**config.mk**
```make
export PLATFORM = sky130hd
export DESIGN_NAME = multicycle_ctrl
export DESIGN_NICKNAME = d
export VERILOG_FILES = /design/src/rtl/multicycle_ctrl.sv
export SDC_FILE = /design/constraint.sdc
export NUM_CORES = 1
export LEC_CHECK = 0
export ABC_AREA = 1
export BUFFER_PORTS_ARGS = -buffer_cell sky130_fd_sc_hd__buf_2
export CORE_AREA = 2 2 135 111
export CTS_CLUSTER_SIZE = 20
export DETAILED_ROUTE_END_ITERATION = 10
export DIE_AREA = 0 0 137 113
export PLACE_DENSITY_LB_ADDON = 0.25
export SLEW_MARGIN = 25
export SYNTH_ARGS = -nofsm -noshare
export SYNTH_HDL_FRONTEND = slang
export SYNTH_SLANG_ARGS = --single-unit
```
**constraint.sdc**
```tcl
create_clock -name clk -period 3.9 [get_ports clk]
set_input_delay 0.195 -clock clk [delete_from_list [all_inputs] [get_ports clk]]
set_output_delay 0.195 -clock clk [all_outputs]
set_load 0.005 [all_outputs]
```
**src/rtl/multicycle_ctrl.sv**
```systemverilog
// Multicycle controller: sequences fetch/decode/execute/memory/writeback for a
// small RV-like opcode subset, drives datapath controls and tracks the PC.
module multicycle_ctrl #(
  parameter logic [31:0] RESET_PC  = 32'h28,
  parameter int unsigned MAX_INSTR = 43
) (
  input  logic        clk,
  input  logic        reset,
  input  logic        start,
  input  logic [31:0] ins,
  input  logic        zero,
  input  logic [31:0] imm,
  input  logic [31:0] jTarget,
  output logic [31:0] PCin,
  output logic        RegWrite,
  output logic        ALUSrc,
  output logic        Mem2Reg,
  output logic        MemRead,
  output logic        MemWrite,
  output logic        Link,
  output logic [2:0]  op,
  output logic [2:0]  state,
  output logic [15:0] retired,
  output logic        done,
  output logic        illegal
);

  localparam int unsigned SW = 3;
  localparam int unsigned OW = 7;
  localparam int unsigned CW = 16;

  localparam logic [SW-1:0] S_IDLE   = 3'd0;
  localparam logic [SW-1:0] S_FETCH  = 3'd1;
  localparam logic [SW-1:0] S_DECODE = 3'd2;
  localparam logic [SW-1:0] S_EXEC   = 3'd3;
  localparam logic [SW-1:0] S_MEM    = 3'd4;
  localparam logic [SW-1:0] S_WB     = 3'd5;
  localparam logic [SW-1:0] S_HALT   = 3'd6;

  localparam logic [OW-1:0] OP_R   = 7'h33;
  localparam logic [OW-1:0] OP_I   = 7'h13;
  localparam logic [OW-1:0] OP_LD  = 7'h03;
  localparam logic [OW-1:0] OP_ST  = 7'h23;
  localparam logic [OW-1:0] OP_BR  = 7'h63;
  localparam logic [OW-1:0] OP_JAL = 7'h6F;

  localparam logic [2:0] ALU_ADD = 3'b010;
  localparam logic [2:0] ALU_SUB = 3'b110;

  logic [OW-1:0] opcode;
  logic [SW-1:0] state_next;
  logic          retire;
  logic          illegal_set;
  logic          legal;
  logic [CW-1:0] retired_inc;
  logic          hit_max;
  logic [31:0]   pc_next;

  // Upper instruction bits are decoded elsewhere in the datapath.
  logic unused_ins;
  assign unused_ins = &{1'b0, ins[31:OW]};

  assign retired_inc = retired + CW'(1);
  assign hit_max     = (retired_inc == CW'(MAX_INSTR));

  assign legal = (opcode == OP_R)  || (opcode == OP_I)  || (opcode == OP_LD) ||
                 (opcode == OP_ST) || (opcode == OP_BR) || (opcode == OP_JAL);

  // PC target on retirement; zero is only consulted on the EXEC->FETCH edge.
  always_comb begin
    pc_next = PCin + 32'd4;
    if (opcode == OP_BR && zero) begin
      pc_next = PCin + (imm << 1);
    end else if (opcode == OP_JAL) begin
      pc_next = PCin + (jTarget << 2);
    end
  end

  // Next state and datapath controls, all decoded from the latched opcode.
  always_comb begin
    state_next  = state;
    retire      = 1'b0;
    illegal_set = 1'b0;
    RegWrite    = 1'b0;
    ALUSrc      = 1'b0;
    Mem2Reg     = 1'b0;
    MemRead     = 1'b0;
    MemWrite    = 1'b0;
    Link        = 1'b0;
    op          = 3'b000;

    if (state == S_EXEC || state == S_MEM) begin
      case (opcode)
        OP_R:                      begin ALUSrc = 1'b0; op = ALU_ADD; end
        OP_I, OP_LD, OP_ST, OP_JAL: begin ALUSrc = 1'b1; op = ALU_ADD; end
        OP_BR:                     begin ALUSrc = 1'b0; op = ALU_SUB; end
        default:                   begin ALUSrc = 1'b0; op = 3'b000; end
      endcase
    end

    case (state)
      S_IDLE: begin
        if (start) state_next = S_FETCH;
      end
      S_FETCH: begin
        state_next = S_DECODE;
      end
      S_DECODE: begin
        if (legal) begin
          state_next = S_EXEC;
        end else begin
          state_next  = S_HALT;
          illegal_set = 1'b1;
        end
      end
      S_EXEC: begin
        case (opcode)
          OP_LD, OP_ST:        state_next = S_MEM;
          OP_R, OP_I, OP_JAL:  state_next = S_WB;
          OP_BR:               retire = 1'b1;
          default:             state_next = S_IDLE;
        endcase
      end
      S_MEM: begin
        case (opcode)
          OP_LD: begin
            MemRead    = 1'b1;
            state_next = S_WB;
          end
          OP_ST: begin
            MemWrite = 1'b1;
            retire   = 1'b1;
          end
          default: state_next = S_IDLE;
        endcase
      end
      S_WB: begin
        RegWrite = 1'b1;
        Mem2Reg  = (opcode == OP_LD);
        Link     = (opcode == OP_JAL);
        retire   = 1'b1;
      end
      S_HALT: begin
        state_next = S_HALT;
      end
      default: begin
        state_next = S_IDLE;
      end
    endcase

    if (retire) state_next = hit_max ? S_HALT : S_FETCH;
  end

  // State, opcode latch, PC and retirement bookkeeping.
  always_ff @(posedge clk) begin
    if (reset) begin
      state   <= S_IDLE;
      opcode  <= '0;
      PCin    <= RESET_PC;
      retired <= '0;
      done    <= 1'b0;
      illegal <= 1'b0;
    end else begin
      state <= state_next;
      if (state == S_FETCH) opcode <= ins[OW-1:0];
      if (retire) begin
        PCin    <= pc_next;
        retired <= retired_inc;
        if (hit_max) done <= 1'b1;
      end
      if (illegal_set) illegal <= 1'b1;
    end
  end

endmodule

```
### After elaboration in Yosys (flattened, before gate mapping)

Cells that the tools add are included.

* register bits: 60
* input bits: 100
* output and inout port bits: 62
* logic and storage cells: 65

* add/subtract/negate cells: 4
* eq/ne operators: 17
* reduce and logical (&&, ||, !) cells: 14
* muxes and demuxes: 24

Operator list (number)
* 32-bit adder: 2
* 32-bit 2-to-1 mux: 2
* 32-bit by 3-bit adder with 32-bit output, second input constant: 1
* 3-bit one-hot mux with 7 select lines: 1
* 16-bit by 1-bit adder with 16-bit output, second input constant: 1
* 16-bit by 6-bit equality test with 1-bit output, second input constant: 1
* 3-bit 2-to-1 mux: 5
* 7-bit by 6-bit equality test with 1-bit output, second input constant: 2
* 7-bit equality test, second input constant: 2
* 1-bit 2-to-1 mux: 12
* 3-bit one-hot mux with 2 select lines: 2
* 3-bit equality test, second input constant: 3
* 3-bit != test, second input constant: 3
* 3-bit one-hot mux with 3 select lines: 1
* 7-bit by 2-bit equality test with 1-bit output, second input constant: 1
* 7-bit by 5-bit equality test with 1-bit output, second input constant: 1
* 3-bit by 2-bit equality test with 1-bit output, second input constant: 2
* 1-bit logical OR: 6
* 5-bit OR reduction: 1
* 4-bit AND reduction: 1
* 4-bit OR reduction: 1
* 3-bit by 1-bit equality test with 1-bit output, second input constant: 1
* 3-bit logical NOT: 1
* 1-bit one-hot mux with 3 select lines: 1
* 5 further kinds: 5

### Logic depth before layout (Yosys ltp)

Gate-level depths: netlist of the first run.

* depth after elaboration: 9
* mapped depth: 20

### Worst setup path after synthesis of the first run

No wires, ideal clock.

* kind: reg2reg
* start point: register opcode[2]
* end point: register PCin[8]
* period minus slack after synthesis: 2.836 ns
* data arrival time: 2.720 ns
* slack: 1.064 ns
* cell stages (with the launch flop): 17
* cell sequence: dfxtp_1 > inv_1 > nor3_1 > nand2_1 > clkbuf_1 > or2_2 > ha_1 > fa_1 > nand3_1 > nand3_1 > nand2_1 > nand2_1 > or2_2 > nand3_1 > nand3_1 > o211ai_1 > inv_1

* cells in the longest elaborated chain, start to end: 3

RTL lines
* start, declared: line 50 `logic [OW-1:0] opcode;`
* start signal, assigned: line 165 `if (state == S_FETCH) opcode <= ins[OW-1:0];`
* 7-bit by 6-bit equality test with 1-bit output (tied with other cells): line 125 `case (opcode)`
* 1-bit 2-to-1 mux (tied with other cells): line 125
* 1-bit one-hot mux with 3 select lines or 32-bit 2-to-1 mux (tied branches): line 101, 72
* end signal, assigned: line 167 `PCin <= pc_next;`
* end, declared: line 14 `output logic [31:0] PCin,`

Parallel ways exist; a longest one is shown, timed or not.
A chain may end at the register's enable or synchronous reset.

### Worst setup path in the final report of the first run

* start point: register opcode[4]
* end point: register PCin[30]

Same word-level chain as after synthesis.

==> results of run 1 <==
[logic make-up (layout without fill, tap and decap cells)]
logic type	after synthesis	count (layout)	synth area share (%)
AND/OR/NAND/NOR	808	808	44.7
XOR/XNOR	17	17	2.06
AO/OA/AOI/OAI	168	168	11.8
other	1	2	0.0493
buffers and inverters	300	425	15.3
flip-flops	59	59	15.5
adder cells (fa/ha/maj)	63	63	10.6
[metrics by stage]
stage                     setup WS [ns]  hold slack [ns]  total power [mW]  utilization, %  instances
after floorplan                    1.06            0.343              1.49               -       1417
after global placement            0.856            0.433              1.77            59.7       1710
after detailed placement          0.806            0.457              1.79            59.7       1710
after CTS                         0.802            0.154              2.52            61.7       1726
after global routing              0.491            0.183              2.71            61.7       1726
final                             0.713            0.158              2.53            61.7       1726
[metal layers]
metal,GRT usage (%),part of all wire (%),vias to the layer above
met4,6.94,1.7,0
met1,43.1,47,3892
met2,46.0,42,382
met5,0,0,-
met3,6.09,9.3,36
li1,-,-,4679
[how the worst max path moves through the flow]
stage,start,to,cells past startpoint
final,opcode[4],PCin[30],17
after global routing,opcode[2],PCin[29],15
after CTS,opcode[2],PCin[30],16
after detailed placement,opcode[2],PCin[30],16
after global placement,opcode[0],PCin[30],16
after floorplan,opcode[2],PCin[8],16
[state kept, by name (all words and copies together), names as in the netlist]
signal and count:
opcode 7, retired 16, illegal 1, state 3
PCin 31, done 1
[power groups by stage]
stage	registers [mW]	clock network (mW)	logic, mW
after floorplan	0.807	0	0.686
after global placement	0.834	0	0.938
after detailed placement	0.838	0	0.954
after CTS	0.826	0.735	0.960
after global routing	0.839	0.761	1.11
final	0.827	0.734	0.970
[cell usage in the layout (no fill, tap or decap), types with 3 or more instances in the layout]
cell / n
nand2_1: 461
inv_1: 267
nor2_1: 156
buf_2: 131
nand3_1: 128
a21oi_1: 86
ha_1: 61
dfxtp_1: 59
o21ai_0: 53
nand4_1: 16
xor2_1: 14
nor3_1: 13
nand3b_1: 12
a31oi_1: 12
clkbuf_16: 9
nor3_2: 8
inv_2: 6
o21bai_1: 6
buf_4: 5
or2_2: 4
o211ai_1: 4
a211oi_1: 3
nand3_2: 3
[layout make-up]
type | instances | area (sq um)
multi-input combinational | 1058 | 5260
clock inverter | 5 | 38.8
tap | 184 | 230
sequential | 59 | 1180
timing repair buffer | 136 | 693
clock buffer | 11 | 233
fill | 1455 | 5390
inverter | 273 | 1020
[worst max-delay path, stage by stage (launching register included)]
cell and delay, ns:
dfxtp_1 0.37, inv_2 0.07, nand3_1 0.10, inv_1 0.08, nand2_1 0.22, buf_4 0.40
nor2_1 0.10, ha_1 0.37, nand2_1 0.14, nor2_1 0.36, nand3_1 0.14, nand3_1 0.26
nand2_1 0.14, nand2_1 0.09, nand2_1 0.05, nand3_1 0.06, nand2_1 0.05, a21oi_1 0.12
==> flow_summary_export.csv, run 1 <==
group,metric,value,unit
logic_synthesis,ys_ff_latch,59,
final_layout,final_layout_size_suffix_gt1_share,11.4,%
sta,tightest_slew,0.692,ns
logic_synthesis,synthArstFlopShare,0,%
detailed_routing,wl,23.4,mm
detailed_routing,drc,0,
pwr,p_seq_share,32.7,%
run,cap_violations,0,
logic_synthesis,synth_most_common_cell,"nand2_1",
pwr,combPwrFrac,38.3,%
logic_synthesis,yosysSeqAreaShare,15.5,%
worst_hold_path,hold_start,"ins[5]",
detailed_routing,drt_iter0_drc,780,
logic_synthesis,synthFlopType,"dfxtp_1",
detailed_routing,vias_per_cell,5.21,
clock_network,hold_buffers,0,
logic_synthesis,synth_cell_types,35,
pwr,p_clk_share,29.0,%
critical_path,start_kind,"flip-flop",
sta,finalClockSkew,0.0124,ns
critical_path,timing.rr.end,"PCin[30]",
global_route,grt_util_all_layers,30.0,%
worst_hold_path,holdPathStages,3,
logic_synthesis,ys_warn_count,0,
global_route,grt_pass1_vias,7803,
critical_path,crit_fanout,32,
logic_synthesis,avgSynthCellArea,5.37,sq um
global_route,antenna_found_initial,0,
sta,fmax,0.314,GHz
clock_network,cts.sinks,59,
logic_synthesis,yosysTopAreaCellShare,22.8,%
placement,gp_congestion,0.953,
critical_path,r2r_cells,17,
die,die_height,113,microns
global_route,grt_pass1_wl,37.2,mm
logic_synthesis,synth_largest_area_cell,"nand2_1",
final_layout,n_antenna_cell,0,
status,status,"finished, final reports clean",
critical_path,r2r-start,"opcode[4]",
critical_path,arrival,3.46,ns
clock_network,worstSkewPairLatency,0.34,ns
critical_path,worstSetupPathType,"flip-flop to flip-flop",
die,dieArea,15500,sq um
final_layout,layout.nets,1700,
logic_synthesis,ys_top_cells_by_area,"nand2_1, dfxtp_1, inv_1",
logic_synthesis,synthTopCellsByCount,"nand2_1, inv_1, nor2_1",
critical_path,cp_data_required_time,4.17,ns
pwr,p_leak,5.15,nW
die,rows,39,
sta,hold_violations,0,
final_layout,final_area,8660,sq um
sta,max_slew_margin,53.8,%
clock_network,clockBufferDepth,2,
logic_synthesis,netlist_instances,1416,
placement,io_buffers,131,
logic_synthesis,syn-cell-area,7600,sq um
clock_network,ctsResizeCount,0,
detailed_routing,routedWlPerCell,13.6,microns
worst_hold_path,hold_class,"input port to flip-flop",
sta,min_period,3.19,ns
sta,setup_tns,0,ns
clock_network,cts_tree,"built",
global_route,grt_overflow,0,
detailed_routing,vias,8989,
sta,finalCritPeriodShare,81.7,%
detailed_routing,first_pass_iters,5,
critical_path,r2r_setup_slack,0.71,ns
critical_path,cp-end-kind,"flip-flop",
die,ios,162,
pwr,p_sw_share,40.8,%
final_layout,syn_to_final_growth,14.0,%
placement,dpl.hpwl,18.8,mm
global_route,grt_max_degree,39,
sta,rsz0062_at_grt,"false",
pwr,ir_worst_vdd,0.000192,V
detailed_routing,ant_nets,0,
worst_hold_path,whs_endpoint,"opcode[5]",
pwr,p_sw,1.03,mW
placement,post_dp_cell_area,8390,sq um
clock_network,post_cts_buffers,0,
die,fp.dieW,137,microns
clock_network,htree_levels,3,
pwr,power_density,292,nW/um^2
die,start_util,54.1,%
clock_network,path_clk_slew,0.06,ns
die,fp.coreArea,14100,sq um
sta,report.final.slew_viol_count,0,
clock_network,clock-root-buffer,"clkbuf_16",
sta,setup_violations,0,
pwr,p_int,1.50,mW
clock_network,cts_buffers,9,
logic_synthesis,synth_edf_count,0,
(Power assumes the default switching activity.)
==> inputs of run 2 (changes only) <==
- clock period: 3.9 -> 3.35 ns (I/O delays scaled with it)
==> run 2 against run 1 <==
Critical path depth fell by 1. Non-clock buffer count up 2. Clock skew shrank 0.0077 ns.
==> flow_summary_export.csv, run 2 (same netlist as run 1, synthesis figures left out) <==
group,metric,value,unit
die,start_util,54.1,%
sta,min_period,3.02,ns
die,rows,39,
final_layout,layout_commonest_cell,"nand2_1",
detailed_routing,vias_per_cell,5.21,
clock_network,ctsResizeCount,0,
pwr,ir_worst_vdd,0.000262,V
critical_path,crit_fanout,5,
clock_network,cts_tree,"built",
critical_path,crit_cells,16,
sta,tightest_slew,0.683,ns
detailed_routing,routedWlPerCell,13.5,microns
final_layout,final_cell_mix,"nand2_1, inv_1, nor2_1",
critical_path,cp_data_required_time,3.57,ns
clock_network,hold_buffers,0,
placement,gp_congestion,0.955,
critical_path,cp-end-kind,"flip-flop",
critical_path,r2r_setup_slack,0.33,ns
critical_path,timing.rr.end,"PCin[30]",
critical_path,cp-startpoint,"opcode[2]",
final_layout,largest_register_ff_count,31,
detailed_routing,first_pass_iters,7,
critical_path,r2r-start,"opcode[2]",
placement,io_buffers,131,
sta,setup_tns,0,ns
placement,dp.cells,1712,
detailed_routing,drc,0,
final_layout,final_layout_size_suffix_gt1_share,11.7,%
die,fp.coreArea,14100,sq um
critical_path,crit_end,"PCin[30]",
sta,max_slew_margin,54.5,%
global_route,grt_max_degree,39,
placement,dpl.hpwl,18.9,mm
global_route,grt_overflow,0,
global_route,antenna_found_initial,0,
final_layout,syn_to_final_growth,14.4,%
clock_network,post_cts_buffers,0,
sta,finalCritPeriodShare,90.1,%
sta,setup_violations,0,
clock_network,clockBufferDepth,2,
sta,report.final.slew_viol_count,0,
die,dieArea,15500,sq um
pwr,p_leak,5.18,nW
global_route,grt_util_all_layers,30.9,%
critical_path,start_kind,"flip-flop",
final_layout,fillers,1445,
critical_path,r2r_cells,16,
critical_path,path_cells,"inv_1 > nor3_1 > nand2_1 > or2_2 > ha_1 > fa_1 > nand3_1 > nand3_1 > nand3_1 > nand3_1 > nand2_1 > nand2_1 > nand2_1 > nand3_1 > nand2_1 > a21oi_1",
critical_path,crit_family,"simple AND/OR/NAND/NOR gates",
final_layout,fin_cells,1728,
detailed_routing,ant_nets,0,
sta,hold_violations,0,
sta,finalClockSkew,0.00471,ns
status,status,"finished, final reports clean",
clock_network,cts_buffers,9,
pwr,power_density,347,nW/um^2
critical_path,cp_slowest_cell,"fa_1",
die,fp.dieW,137,microns
critical_path,arrival,3.24,ns
final_layout,layout.nets,1702,
sta,fmax,0.331,GHz
final_layout,largest-register,"PCin",
detailed_routing,drt_iter0_drc,938,
global_route,grt_pass1_wl,38.4,mm
detailed_routing,wl,23.3,mm
clock_network,clock-root-buffer,"clkbuf_16",
die,die_height,113,microns
detailed_routing,vias,9007,
die,ios,162,
clock_network,worstSkewPairLatency,0.33,ns
sta,rsz0062_at_grt,"false",
critical_path,critPathBufInv,1,
clock_network,htree_levels,3,
final_layout,reg_top3,"PCin (31), retired (16), opcode (7)",
global_route,grt_pass1_vias,7882,
critical_path,worstSetupPathType,"flip-flop to flip-flop",
worst_hold_path,hold_class,"input port to flip-flop",
final_layout,n_antenna_cell,0,
clock_network,cts.sinks,59,
critical_path,cpPeakStageDelay,0.40,ns
pwr,finalPower,3.02,mW
run,cap_violations,0,
clock_network,path_clk_slew,0.05,ns
worst_hold_path,holdPathStages,3,
## run 2: through the flow
step,setup slack (ns),hold WS (ns),util (%),area [sq um]
floorplan,0.514,0.316,-,7610
detailed placement,0.384,0.443,59.8,8410
global route,0.00231,0.135,61.9,8700
finish,0.333,0.125,61.9,8700
CTS,0.361,0.117,61.9,8700
global placement,0.396,0.433,59.8,8410
## run 2: area by class of cell
type,count,area (sq um),area share (%)
Multi-Input combinational cell,1058,5260,60.5
Sequential cell,59,1180,13.6
Inverter,273,1020,11.8
Timing Repair Buffer,138,708,8.14
Clock buffer,10,239,2.75
Tap cell,184,230,2.65
Clock inverter,6,55.1,0.633
## run 2: per-layer routing
layer | track usage, % | vias to the layer above | wire (microns)
met2 | 46.5 | 380 | 9640
met4 | 7.15 | 0 | 437
met3 | 4.30 | 37 | 2000
met5 | 0 | - | 0
li1 | - | 4683 | -
met1 | 46.2 | 3907 | 11200
## run 2: where the power goes
part	leakage (nW)	switching, mW	internal (mW)	total (mW)
Sequential	0.478	0.145	0.820	0.964
Combinational	4.55	0.709	0.421	1.13
Clock	0.152	0.335	0.589	0.924
## run 2: worst min-delay path by stage
stage / startpoint / end / slack [ns]
4_1_cts: ins[0] / opcode[0] / 0.12
2_1_floorplan: reset / PCin[25] / 0.32
3_5_place_dp: opcode[1] / opcode[1] / 0.44
5_1_grt: ins[5] / opcode[5] / 0.13
3_3_place_gp: opcode[1] / opcode[1] / 0.43
6_report: ins[5] / opcode[5] / 0.13
## run 2: tightest hold or removal path: stages
cell and delay (ns):
buf_2 0.08, o21ai_0 0.07, a21oi_1 0.10
